File: src/rtl/adder_arb_pkg.sv
// Shared constants, tag type and helpers for the adder time-sharing arbiter.
package adder_arb_pkg;

    localparam int NUM_REQ_DEF = 4;
    localparam int DATA_W_DEF  = 31;
    localparam int ADD_LAT_DEF = 2;

    // Tag id is sized for the largest supported requester count (8).
    localparam int MAX_REQ = 8;
    localparam int ID_W    = $clog2(MAX_REQ);

    typedef struct packed {
        logic            valid;
        logic [ID_W-1:0] id;
    } tag_t;

    function automatic logic [MAX_REQ-1:0] onehot(input logic [ID_W-1:0] id);
        logic [MAX_REQ-1:0] r;
        r     = '0;
        r[id] = 1'b1;
        return r;
    endfunction

endpackage

File: src/rtl/adder_arbiter_if.sv
// Requester-side request/response bundle of the adder arbiter.
interface adder_arbiter_if
    import adder_arb_pkg::*;
#(
    parameter int NUM_REQ = NUM_REQ_DEF,
    parameter int DATA_W  = DATA_W_DEF
);
    logic [NUM_REQ-1:0]        req_valid;
    logic [NUM_REQ*DATA_W-1:0] req_a;
    logic [NUM_REQ*DATA_W-1:0] req_b;
    logic [NUM_REQ-1:0]        req_ready;
    logic [NUM_REQ-1:0]        rsp_valid;
    logic [DATA_W-1:0]         rsp_data;

    modport master (
        output req_valid, req_a, req_b,
        input  req_ready, rsp_valid, rsp_data
    );

    modport slave (
        input  req_valid, req_a, req_b,
        output req_ready, rsp_valid, rsp_data
    );
endinterface

File: src/rtl/adder_arbiter_rr_arbiter.sv
// Round-robin arbiter: combinational one-hot grant, registered last-grant pointer
// that only moves when the caller reports a completed transfer.
module rr_arbiter #(
    parameter int N = 4
) (
    input  logic         clk,
    input  logic         rst_n,
    input  logic [N-1:0] req,
    input  logic         advance,
    output logic [N-1:0] grant
);
    localparam int IW = (N > 1) ? $clog2(N) : 1;

    logic [IW-1:0] r_last;
    logic [IW-1:0] w_grant_id;
    logic [IW-1:0] w_idx;
    logic          w_found;
    int            w_idx_int;

    // Search starts one past the last winner and wraps modulo N.
    always_comb begin
        grant      = '0;
        w_grant_id = r_last;
        w_found    = 1'b0;
        w_idx_int  = 0;
        w_idx      = '0;
        for (int k = 1; k <= N; k++) begin
            w_idx_int = int'(r_last) + k;
            if (w_idx_int >= N) begin
                w_idx_int = w_idx_int - N;
            end
            w_idx = IW'(w_idx_int);
            if (!w_found && req[w_idx]) begin
                grant[w_idx] = 1'b1;
                w_grant_id   = w_idx;
                w_found      = 1'b1;
            end
        end
    end

    always_ff @(posedge clk or negedge rst_n) begin
        if (!rst_n) begin
            r_last <= IW'(N - 1);
        end else if (advance) begin
            r_last <= w_grant_id;
        end
    end

endmodule

File: src/rtl/adder_arbiter.sv
// Time-shares one pipelined adder core among NUM_REQ requesters; a tag pipeline
// running in lockstep with the core routes each sum back to its requester.
module adder_arbiter
    import adder_arb_pkg::*;
#(
    parameter int NUM_REQ = NUM_REQ_DEF,
    parameter int DATA_W  = DATA_W_DEF,
    parameter int ADD_LAT = ADD_LAT_DEF
) (
    input  logic              clk,
    input  logic              rst_n,
    input  logic              en,
    adder_arbiter_if.slave    bus,
    output logic [DATA_W-1:0] add_a,
    output logic [DATA_W-1:0] add_b,
    output logic              add_ce,
    input  logic [DATA_W-1:0] add_s,
    output logic              busy
);
    logic [NUM_REQ-1:0] w_req;
    logic [NUM_REQ-1:0] w_grant;
    logic               w_xfer;
    logic [ID_W-1:0]    w_gnt_id;
    logic [DATA_W-1:0]  w_sel_a;
    logic [DATA_W-1:0]  w_sel_b;
    logic [MAX_REQ-1:0] w_rsp_oh;
    logic [ADD_LAT:0]   w_tag_valid;

    tag_t               r_tag [ADD_LAT+1];
    logic [DATA_W-1:0]  r_add_a;
    logic [DATA_W-1:0]  r_add_b;
    logic [DATA_W-1:0]  r_rsp_data;
    logic [NUM_REQ-1:0] r_rsp_valid;

    // Masking requests with en yields no grant and no pointer movement while frozen.
    assign w_req = en ? bus.req_valid : '0;

    rr_arbiter #(
        .N(NUM_REQ)
    ) u_arb (
        .clk     (clk),
        .rst_n   (rst_n),
        .req     (w_req),
        .advance (w_xfer),
        .grant   (w_grant)
    );

    assign w_xfer        = |w_grant;
    assign bus.req_ready = w_grant;

    always_comb begin
        w_gnt_id = '0;
        w_sel_a  = '0;
        w_sel_b  = '0;
        for (int i = 0; i < NUM_REQ; i++) begin
            if (w_grant[i]) begin
                w_gnt_id = ID_W'(i);
                w_sel_a  = bus.req_a[i*DATA_W +: DATA_W];
                w_sel_b  = bus.req_b[i*DATA_W +: DATA_W];
            end
        end
    end

    always_ff @(posedge clk or negedge rst_n) begin
        if (!rst_n) begin
            r_add_a <= '0;
            r_add_b <= '0;
            for (int k = 0; k <= ADD_LAT; k++) begin
                r_tag[k] <= '0;
            end
        end else if (en) begin
            if (w_xfer) begin
                r_add_a <= w_sel_a;
                r_add_b <= w_sel_b;
            end
            r_tag[0] <= tag_t'{valid: w_xfer, id: w_gnt_id};
            for (int k = 1; k <= ADD_LAT; k++) begin
                r_tag[k] <= r_tag[k-1];
            end
        end
    end

    // The last tag stage lines up with add_s of the same operation.
    assign w_rsp_oh = onehot(r_tag[ADD_LAT].id);

    always_ff @(posedge clk or negedge rst_n) begin
        if (!rst_n) begin
            r_rsp_valid <= '0;
            r_rsp_data  <= '0;
        end else if (en && r_tag[ADD_LAT].valid) begin
            r_rsp_valid <= w_rsp_oh[NUM_REQ-1:0];
            r_rsp_data  <= add_s;
        end else begin
            r_rsp_valid <= '0;
        end
    end

    generate
        if (NUM_REQ < MAX_REQ) begin : g_oh_pad
            logic w_oh_unused;
            assign w_oh_unused = |w_rsp_oh[MAX_REQ-1:NUM_REQ];
        end
    endgenerate

    genvar gi;
    generate
        for (gi = 0; gi <= ADD_LAT; gi++) begin : g_busy
            assign w_tag_valid[gi] = r_tag[gi].valid;
        end
    endgenerate

    assign busy          = |w_tag_valid;
    assign add_a         = r_add_a;
    assign add_b         = r_add_b;
    assign add_ce        = en;
    assign bus.rsp_valid = r_rsp_valid;
    assign bus.rsp_data  = r_rsp_data;

endmodule

File: src/flat_wrapper.sv
// flat-port wrapper written by rule: the top's interface ports become plain ports
module adder_arbiter_flat import adder_arb_pkg::*;
#(
    parameter int NUM_REQ = NUM_REQ_DEF,
    parameter int DATA_W  = DATA_W_DEF,
    parameter int ADD_LAT = ADD_LAT_DEF
)
  (clk, rst_n, en, add_a, add_b, add_ce, add_s, busy, bus_req_valid, bus_req_a, bus_req_b, bus_req_ready, bus_rsp_valid, bus_rsp_data);
  adder_arbiter_if #(.NUM_REQ(NUM_REQ), .DATA_W(DATA_W)) bus_i ();
  input  logic clk;
  input  logic rst_n;
  input  logic en;
  output logic [DATA_W-1:0] add_a;
  output logic [DATA_W-1:0] add_b;
  output logic add_ce;
  input  logic [DATA_W-1:0] add_s;
  output logic busy;
  input wire logic [$bits(bus_i.req_valid)-1:0] bus_req_valid;
  input wire logic [$bits(bus_i.req_a)-1:0] bus_req_a;
  input wire logic [$bits(bus_i.req_b)-1:0] bus_req_b;
  output wire logic [$bits(bus_i.req_ready)-1:0] bus_req_ready;
  output wire logic [$bits(bus_i.rsp_valid)-1:0] bus_rsp_valid;
  output wire logic [$bits(bus_i.rsp_data)-1:0] bus_rsp_data;
  assign bus_i.req_valid = bus_req_valid;
  assign bus_i.req_a = bus_req_a;
  assign bus_i.req_b = bus_req_b;
  assign bus_req_ready = bus_i.req_ready;
  assign bus_rsp_valid = bus_i.rsp_valid;
  assign bus_rsp_data = bus_i.rsp_data;
  adder_arbiter #(.NUM_REQ(NUM_REQ), .DATA_W(DATA_W), .ADD_LAT(ADD_LAT)) u_core (.clk(clk), .rst_n(rst_n), .en(en), .bus(bus_i), .add_a(add_a), .add_b(add_b), .add_ce(add_ce), .add_s(add_s), .busy(busy));
endmodule
File: config.mk
export PLATFORM = sky130hd
export DESIGN_NAME = adder_arbiter_flat
export DESIGN_NICKNAME = d
export VERILOG_FILES = /design/src/rtl/adder_arb_pkg.sv /design/src/rtl/adder_arbiter_if.sv /design/src/rtl/adder_arbiter_rr_arbiter.sv /design/src/rtl/adder_arbiter.sv /design/src/flat_wrapper.sv
export SDC_FILE = /design/constraint.sdc
export NUM_CORES = 1
export LEC_CHECK = 0
export CORE_AREA = 3 3 151 153
export CTS_CLUSTER_DIAMETER = 40
export CTS_CLUSTER_SIZE = 14
export DETAILED_ROUTE_END_ITERATION = 16
export DIE_AREA = 0 0 154 156
export PLACE_DENSITY = 0.67
export REMOVE_ABC_BUFFERS = 1
export SLEW_MARGIN = 25
export SYNTH_ARGS = -nofsm -noshare
export SYNTH_HDL_FRONTEND = slang
export SYNTH_SLANG_ARGS = --single-unit
File: constraint.sdc
create_clock -name clk -period 4.4 [get_ports clk]
set_input_delay 0.44 -clock clk [delete_from_list [all_inputs] [get_ports clk]]
set_output_delay 0.44 -clock clk [all_outputs]
set_load 0.03 [all_outputs]
* Word-level counts from Yosys, hierarchy flattened
Cells that the tools add are included.
Storage, ports and cells: output and inout bits 103, bits in registers 111
Cells by class: $lt $le $gt $ge 14, bitwise gates (word level) 3, reductions and logical operators 17, mux-type cells 46, $add $sub $neg 8
Operators by type and width (count):
- $mux W31 | 8
- $mux W4 | 6
- $mux W2 | 8
- $mux W1 | 13
- $lt A2 B3 Y1 const B | 4
- $or A4 B4 Y4 | 3
- $ge A3 B3 Y1 const B | 3
- $logic_and A1 B1 Y1 | 9
- $bmux W1 S2 | 4
- $demux W1 S2 | 4
- $ge A2 B1 Y1 const B | 4
- $sub A2 B1 Y2 const B | 4
- $add A2 B2 Y3 const B | 2
- $mux W3 | 2
- $add A2 B3 Y4 const B | 1
- $ge A4 B3 Y1 const B | 1
- $lt A3 B4 Y1 const B | 1
- $reduce_and A2 Y1 | 2
- $reduce_bool A4 Y1 | 1
- $reduce_or A4 Y1 | 1
- $add A2 B1 Y3 const B | 1
- $demux W1 S3 | 1
- $ge A3 B1 Y1 const B | 1
- $logic_not A1 Y1 | 3
- $reduce_or A3 Y1 | 1

* Logic depth before layout (Yosys ltp)
Gate-level depths: netlist of run 1.
depth after elaboration 19, gate-level depth with buffers 13

* Cells and area by module
A second synthesis of run 1 with hierarchy kept.
Second synthesis, totals: cell total of the unflattened synthesis 742, area total of the unflattened synthesis 6630.1 um^2
By module, submodules not included:
- adder_arbiter | area each 5950.7 um^2, cells an instance 661, sequential area each 2652.5 um^2, times used 1
- rr_arbiter | area each 679.4 um^2, cells an instance 81, sequential area each 52.6 um^2, times used 1

* Least setup slack after synthesis of run 1
Ideal clock, no wire load.
kind reg2reg, from reg u_core.u_arb.r_last[1], to reg u_core.r_add_a[0] (netlist: u_core.add_a[0]), slack 554 ps, data arrival time 3717 ps, path buffers 3, required time 4271 ps, clock period less this slack 3846 ps, setup time 129 ps, cell stages (with the launch flop) 14, path through dfstp_2 -> clkbuf_1 -> inv_1 -> ha_1 -> nand2b_1 -> o22ai_1 -> mux2_4 -> a221oi_4 -> inv_2 -> or4_1 -> buf_2 -> clkbuf_1 -> nor2_1 -> a31oi_2
Between the ends: word-level cells in the longest chain between the ends 19, elaborated cells between the ends (all ways) 66, those cells by class add/sub: 8; order compare: 12; mux: 31; bitwise: 3; reduce/logical: 12
Ends and longest elaborated chain:
- from (decl) | line adder_arbiter_rr_arbiter.sv:14 | logic [IW-1:0] r_last;
- from (signal assigned) | line adder_arbiter_rr_arbiter.sv:43 | r_last <= IW'(N - 1);
- from (signal assigned) | line adder_arbiter_rr_arbiter.sv:45 | r_last <= w_grant_id;
- parallel branches: the longest is 14 deep, another holds $add A2 B1 Y3
- $mux W4 (*) | line adder_arbiter_rr_arbiter.sv:33 | if (!w_found && req[w_idx]) begin
- $mux W31 (4 in series) | line adder_arbiter.sv:56 | if (w_grant[i]) begin
- to (signal assigned) | line adder_arbiter.sv:73 | r_add_a <= w_sel_a;
- to (decl) | line adder_arbiter.sv:30 | logic [DATA_W-1:0] r_add_a;
Mark *: on every way between the ends. The select of a mux whose other input is x is not followed. A chain may end at the register's enable or synchronous reset.

* Worst setup path in the final report of run 1
from reg u_core.u_arb.r_last[1], to reg u_core.r_add_b[12] (netlist: u_core.add_b[12])
Between the ends: word-level cells in the longest chain between the ends 19, elaborated cells between the ends (all ways) 66, those cells by class add/sub: 8; order compare: 12; mux: 31; bitwise: 3; reduce/logical: 12
Ends and longest elaborated chain:
- parallel branches: the longest is 14 deep, another holds $add A2 B1 Y3
- $mux W4 (*) | line adder_arbiter_rr_arbiter.sv:33
- $mux W31 (4 in series) | line adder_arbiter.sv:56
- to (signal assigned) | line adder_arbiter.sv:74 | r_add_b <= w_sel_b;
- to (decl) | line adder_arbiter.sv:31 | logic [DATA_W-1:0] r_add_b;
Marks and branches as above.

==> run metrics, run 1 <==
slew margin rel.=44.0%; initial antenna violation count=1; Seq cells post-synth=108; Area contributors post-synth=dfrtp_1 40%, a311o_1 9.4%, a31oi_2 7.6%, nand2_1 7.5%, nor2_1 7.4%; outcome=complete, no violations; # port buffers=388; Crit Path Class=reg -> reg; Yosys top cell area share=40.4%; RSZ-0062 raised after global routing=no; maximum VDD drop=492 uV; Area Overhead vs Synth=66.4%; Max clock buf depth=2; setup TNS=0 ns; DR iter-0 viols=396; Worst Hold End=u_core.r_tag[9]; PwrDens=824 mW/mm^2; CTS tree=done; Worst-path clk slew=0.08 ns; GR Overflow Total=0; Initial Util=30.3%; overall die height=156 microns; H-Tree Level Count=3; Max Slew Vio Count=0; clock buffer count from CTS=9; largest net degree at the start of global routing=125; HP Start=u_core.r_tag[9]; Setup crit start kind=register; area leader, netlist=dfrtp_1; Worst Hold Class=reg -> reg; sequential fraction of the synthesis area=41.2%; drt wl/cell=18.4 microns; Routed Antenna Nets=0; core area=0.0217 sq mm; CP arrival=4.28 ns; CP Data Required Time=4.68 ns; Final Power=0.00900 W; crit share post-route=90.8%; Total Wirelength=25100 microns; register area=0.00271 sq mm; most common cell in the netlist=nand2_1; synthesized cell area=0.00657 sq mm; Synth Warn #=0; layout net count=1370; DRT Pass-1 Iters=5; vias in the first global route=6763; synth cell count leaders=132 x nand2_1, 129 x nor2_1, 106 x dfrtp_1; Rows=54; worst hold path depth=1; fmax=250 MHz; WHS=0.502 ns; Unique masters post-synth=47; fin area=0.0109 sq mm; Post-Syn Instances=733; sinks on the clock net=108; # fillers=2084; Least-Margin Pin Slew=0.840 ns; clock root buffer=clkbuf_16; DIE AREA=0.0240 sq mm; area of the multi-input gates=0.00355 sq mm; minimum clock period=3.99 ns; Reg2Reg Setup Slack=0.41 ns; Lkg Pwr=4.04 nW; asr flop ratio synth=100%; setup bufs post-CTS=0; routability cong.=0.882; R2R Path End=u_core.add_b[12]; share of layout cells above drive strength 1=11.2%; maxcap violations=0; die width=154 microns; ys flop type=dfrtp_1; r2r startpoint=u_core.u_arb.r_last[1]; Skew-Pair Late Insertion Delay=0.35 ns; via count=6965; Top Ports=389; Hold Violations, Final=0; HPWL Detailed=18300 microns; Setup Skew=0.00727 ns; Syn Area/Cell=8.96 sq um; DRC viols=0; critical path fanouts, max=63; Worst setup EP type=register; Post-synth EDFFs=0; Vias/cell=5.11; GR Util All Layers=19.7%; final setup fails=0; global-route wire length before repair=37900 microns; worst reg2reg path depth=10; Post-DP Area=0.0106 sq mm
[worst max-delay path by stage]
stage                                start                to  slack, ns  depth (start not counted)
floorplan           u_core.u_arb.r_last[0]   u_core.add_a[0]      -4.87                         10
global placement    u_core.u_arb.r_last[1]  u_core.add_a[27]       0.52                         10
detailed placement  u_core.u_arb.r_last[1]  u_core.add_b[12]       0.47                         10
CTS                 u_core.u_arb.r_last[1]  bus_req_ready[1]       0.38                          9
global route        u_core.u_arb.r_last[1]  u_core.add_a[27]       0.15                         10
finish              u_core.u_arb.r_last[1]  u_core.add_b[12]       0.41                         10
[flip-flops by register name (all words and copies together), names as in the netlist]
name	flops
u_core.bus.rsp_valid	4
u_core.add_a	31
u_core.u_arb.r_last	2
u_core.bus.rsp_data	31
u_core.add_b	31
u_core.r_tag	9
[area by class of cell]
cell class,instances,area share [%]
Timing Repair Buffer,402,36.6
Multi-Input combinational cell,549,32.5
Sequential cell,108,24.8
Tap cell,280,3.21
Clock buffer,9,2.06
Clock inverter,7,0.641
Inverter,7,0.240
Antenna cell,1,0.0229
[stage by stage]
step                      utilization [%]  setup slack (ns)  instances
after detailed placement             49.0             0.469       1345
after global routing                 50.4             0.152       1363
after CTS                            50.4             0.384       1362
after floorplan                         -             -4.87        664
final                                50.4             0.405       1363
after global placement               49.0             0.519       1345
[layer usage]
metal  track usage [%]  vias to the layer above  wire (microns)
met2              34.8                      303           12700
met1              24.3                     3302           10200
li1                  -                     3334               -
met4              4.63                        0             306
met5                 0                        -               0
met3              4.77                       26            1910
[critical path, cell delays in order (launching register included)]
cell      delay, ns
dfstp_2        0.71
inv_1          0.17
ha_1           0.40
nand2b_1       0.22
o22ai_1        0.39
mux2_4         0.36
a221oi_4       0.22
buf_4          0.70
nand3_1        0.19
a311o_1        0.36
a31oi_2        0.15
[kinds of logic (layout without fill, tap and decap cells)]
logic type               after synthesis  in the layout  share of synthesized area [%]
adder cells (fa/ha/maj)                7              7                           1.33
other                                  0              1                              0
AND/OR/NAND/NOR                      345            345                           22.0
AO/OA/AOI/OAI                        151            151                           22.5
multiplexers                          45             45                           7.87
flip-flops                           108            108                           41.2
buffers and inverters                 76            425                           5.05
XOR/XNOR                               1              1                          0.133
[cell usage in the layout (no fill, tap or decap), types with 2 or more instances in the layout]
master	count
nor3_1	4
and3b_1	4
inv_6	2
a31oi_2	40
mux2i_1	4
clkdlybuf4s50_1	386
o221ai_1	2
nor2_1	129
nor3b_1	6
nand2_1	132
mux2_2	38
a21oi_1	6
a221oi_4	2
nand3_1	64
o21ai_0	2
dfrtp_1	106
o22ai_1	2
a311o_1	62
buf_4	14
o2111ai_1	2
clkinv_4	2
clkbuf_16	9
o2bb2ai_1	2
dfstp_2	2
inv_1	4
inv_2	3
ha_1	7
a31oi_1	22
[power by group]
group,switching (W),internal (W)
clock,0.000424,0.000401
combinational,0.00365,0.00263
sequential,0.000310,0.00158
[timing repair]
| item | in CTS | in global routing |
|---|---|---|
| gates resized for setup | 0 | 0 |
| hold buffers | 1 | 0 |
| hold endpoints to repair | 18 | 0 |
(Power assumes the default switching activity.)
==> inputs of run 2 (changes only) <==
--- a/config.mk
+++ b/config.mk
@@ -10,7 +10,7 @@
 export CTS_CLUSTER_SIZE = 14
 export DETAILED_ROUTE_END_ITERATION = 16
 export DIE_AREA = 0 0 154 156
-export PLACE_DENSITY = 0.67
+export PLACE_DENSITY = 0.73
 export REMOVE_ABC_BUFFERS = 1
 export SLEW_MARGIN = 25
 export SYNTH_ARGS = -nofsm -noshare
==> run 2 against run 1 <==
Effect of this change: worst setup slack got worse by 0.046 ns; via count up 0.37%; critical path depth shrank 1; critical path type is now reg -> out; largest cell class unchanged; largest power group unchanged; highest routed layer unchanged.
==> run metrics, run 2 (synthesis results as in run 1) <==
Hold Violations, Final=0; Setup crit start kind=register; Max Slew Vio Count=0; CP Data Required Time=3.96 ns; clock buffer count from CTS=9; vias in the first global route=6680; Rows=54; GR Util All Layers=19.3%; commonest non-fill, non-tap cells in the layout=386 x clkdlybuf4s50_1, 132 x nand2_1, 129 x nor2_1; CP arrival=3.60 ns; Final Power=0.00907 W; critical path fanouts, max=63; Max clock buf depth=2; Worst-path clk slew=0.08 ns; maxcap violations=0; overall die height=156 microns; die width=154 microns; drt wl/cell=18.1 microns; Worst setup EP type=output pin; H-Tree Level Count=3; ant diodes=0; Least-Margin Pin Slew=0.817 ns; slew margin rel.=45.5%; Total Wirelength=24700 microns; Skew-Pair Late Insertion Delay=0.35 ns; DRC viols=0; sinks on the clock net=108; Critical-path top delay cell=dfstp_2; clock share of power=9.5%; switching pwr=0.00441 W; # fillers=2000; outcome=complete, no violations; routability cong.=0.788; Top Layer Used=met4; DRT Pass-1 Iters=5; crit share post-route=91.8%; clock root buffer=clkbuf_16; fin worst setup slack=0.359 ns; met2 wire len=12400 microns; Combinational Power Share=69.7%; RSZ-0062 raised after global routing=no; pre-CTS setup slack=0.500 ns; core area=0.0217 sq mm; setup bufs post-CTS=0; DIE AREA=0.0240 sq mm; final setup fails=0; Setup Skew=0.00936 ns; WL met1=9950 microns; share of layout cells above drive strength 1=11.3%; crit-path cells=inv_2 -> ha_1 -> nand2b_1 -> o22ai_1 -> mux2_4 -> a221oi_4 -> inv_2 -> buf_4 -> buf_4; via count=6991; Area Overhead vs Synth=66.9%; GR Overflow Total=0; Int Power=0.00466 W; minimum clock period=4.04 ns; WL met3=2080 microns; largest net degree at the start of global routing=125; WHS=0.497 ns; most common cell after layout, fill and taps aside=clkdlybuf4s50_1; Initial Util=30.3%; Routed Antenna Nets=0; Worst Path Buf+Inv=4; setup TNS=0 ns; crit-path max cell delay=0.76 ns; maximum VDD drop=880 uV; Top Ports=389; DR iter-0 viols=334; sequential group share of total power=20.9%; fmax=247 MHz; initial antenna violation count=0; Crit Path Class=reg -> out; layout net count=1371; HPWL Detailed=17600 microns; PwrDens=827 mW/mm^2; # port buffers=388; Lkg Pwr=4.06 nW; Sw Ratio=48.6%; global-route wire length before repair=37400 microns; Vias/cell=5.13; CTS tree=done; Worst Hold Class=reg -> reg; Worst path top cell family by delay=buffers and inverters
-- run 2: cell types whose count changed in the layout (fill, tap and decap cells not counted) --
cell,change
diode_2,-1
clkinv_8,+2
clkinv_4,-1
buf_12,+1
inv_8,+1
inv_6,-1
clkinvlp_4,-1
-- run 2: worst paths after layout --
check                                        from                 endpoint  slack, ns  cells after the start
max                        u_core.u_arb.r_last[0]         bus_req_ready[1]       0.36                      9
min                              u_core.r_tag[11]         u_core.r_tag[11]       0.50                      1
max reg2reg                u_core.u_arb.r_last[0]          u_core.add_b[7]       0.43                     10
min reg2reg                      u_core.r_tag[11]         u_core.r_tag[11]       0.50                      1
max in group asynchronous                   rst_n         u_core.add_a[13]       2.93                      3
min in group asynchronous                   rst_n  u_core.bus.rsp_data[23]       0.52                      2
-- run 2: what timing repair did --
action / in CTS / in global routing
hold buffers: 1 / 0
resized for setup: 0 / 0
hold endpoints to repair: 24 / 0
-- run 2: metal layers --
metal | up-vias | track usage (%)
met5 | - | 0
met4 | 0 | 3.99
met3 | 21 | 5.24
met2 | 299 | 34.2
met1 | 3328 | 23.6
li1 | 3343 | -
-- run 2: power groups by stage --
stage          clock network [W]  registers [W]  logic, W
4_1_cts                 0.000883        0.00189   0.00640
6_report                0.000858        0.00189   0.00632
5_1_grt                 0.000929        0.00197   0.00686
3_5_place_dp                   0        0.00191   0.00639
3_3_place_gp                   0        0.00189   0.00631
2_1_floorplan                  0        0.00274   0.00301
-- run 2: area by class of cell --
class | count | area (sq um) | share of cell area [%]
timing repair buffer | 403 | 4020 | 36.7
multi-input combinational | 549 | 3550 | 32.4
sequential | 108 | 2710 | 24.7
tap | 280 | 350 | 3.20
clock buffer | 9 | 225 | 2.05
clock inverter | 7 | 88.8 | 0.810
inverter | 7 | 26.3 | 0.240
-- run 2: worst register-to-register path, cell delays in order, from the launching register on --
cell      delay (ns)
dfstp_2         0.76
inv_2           0.11
ha_1            0.40
nand2b_1        0.22
o22ai_1         0.42
mux2_4          0.36
a221oi_4        0.21
buf_4           0.67
nand3_1         0.24
a311o_1         0.36
a31oi_2         0.16
-- run 2: stage by stage --
stage	util (%)	cell area (sq um)	instances
6_report	50.6	11000	1363
4_1_cts	50.6	11000	1363
5_1_grt	50.6	11000	1363
3_5_place_dp	49.1	10600	1346
2_1_floorplan	-	6260	664
3_3_place_gp	49.1	10600	1346
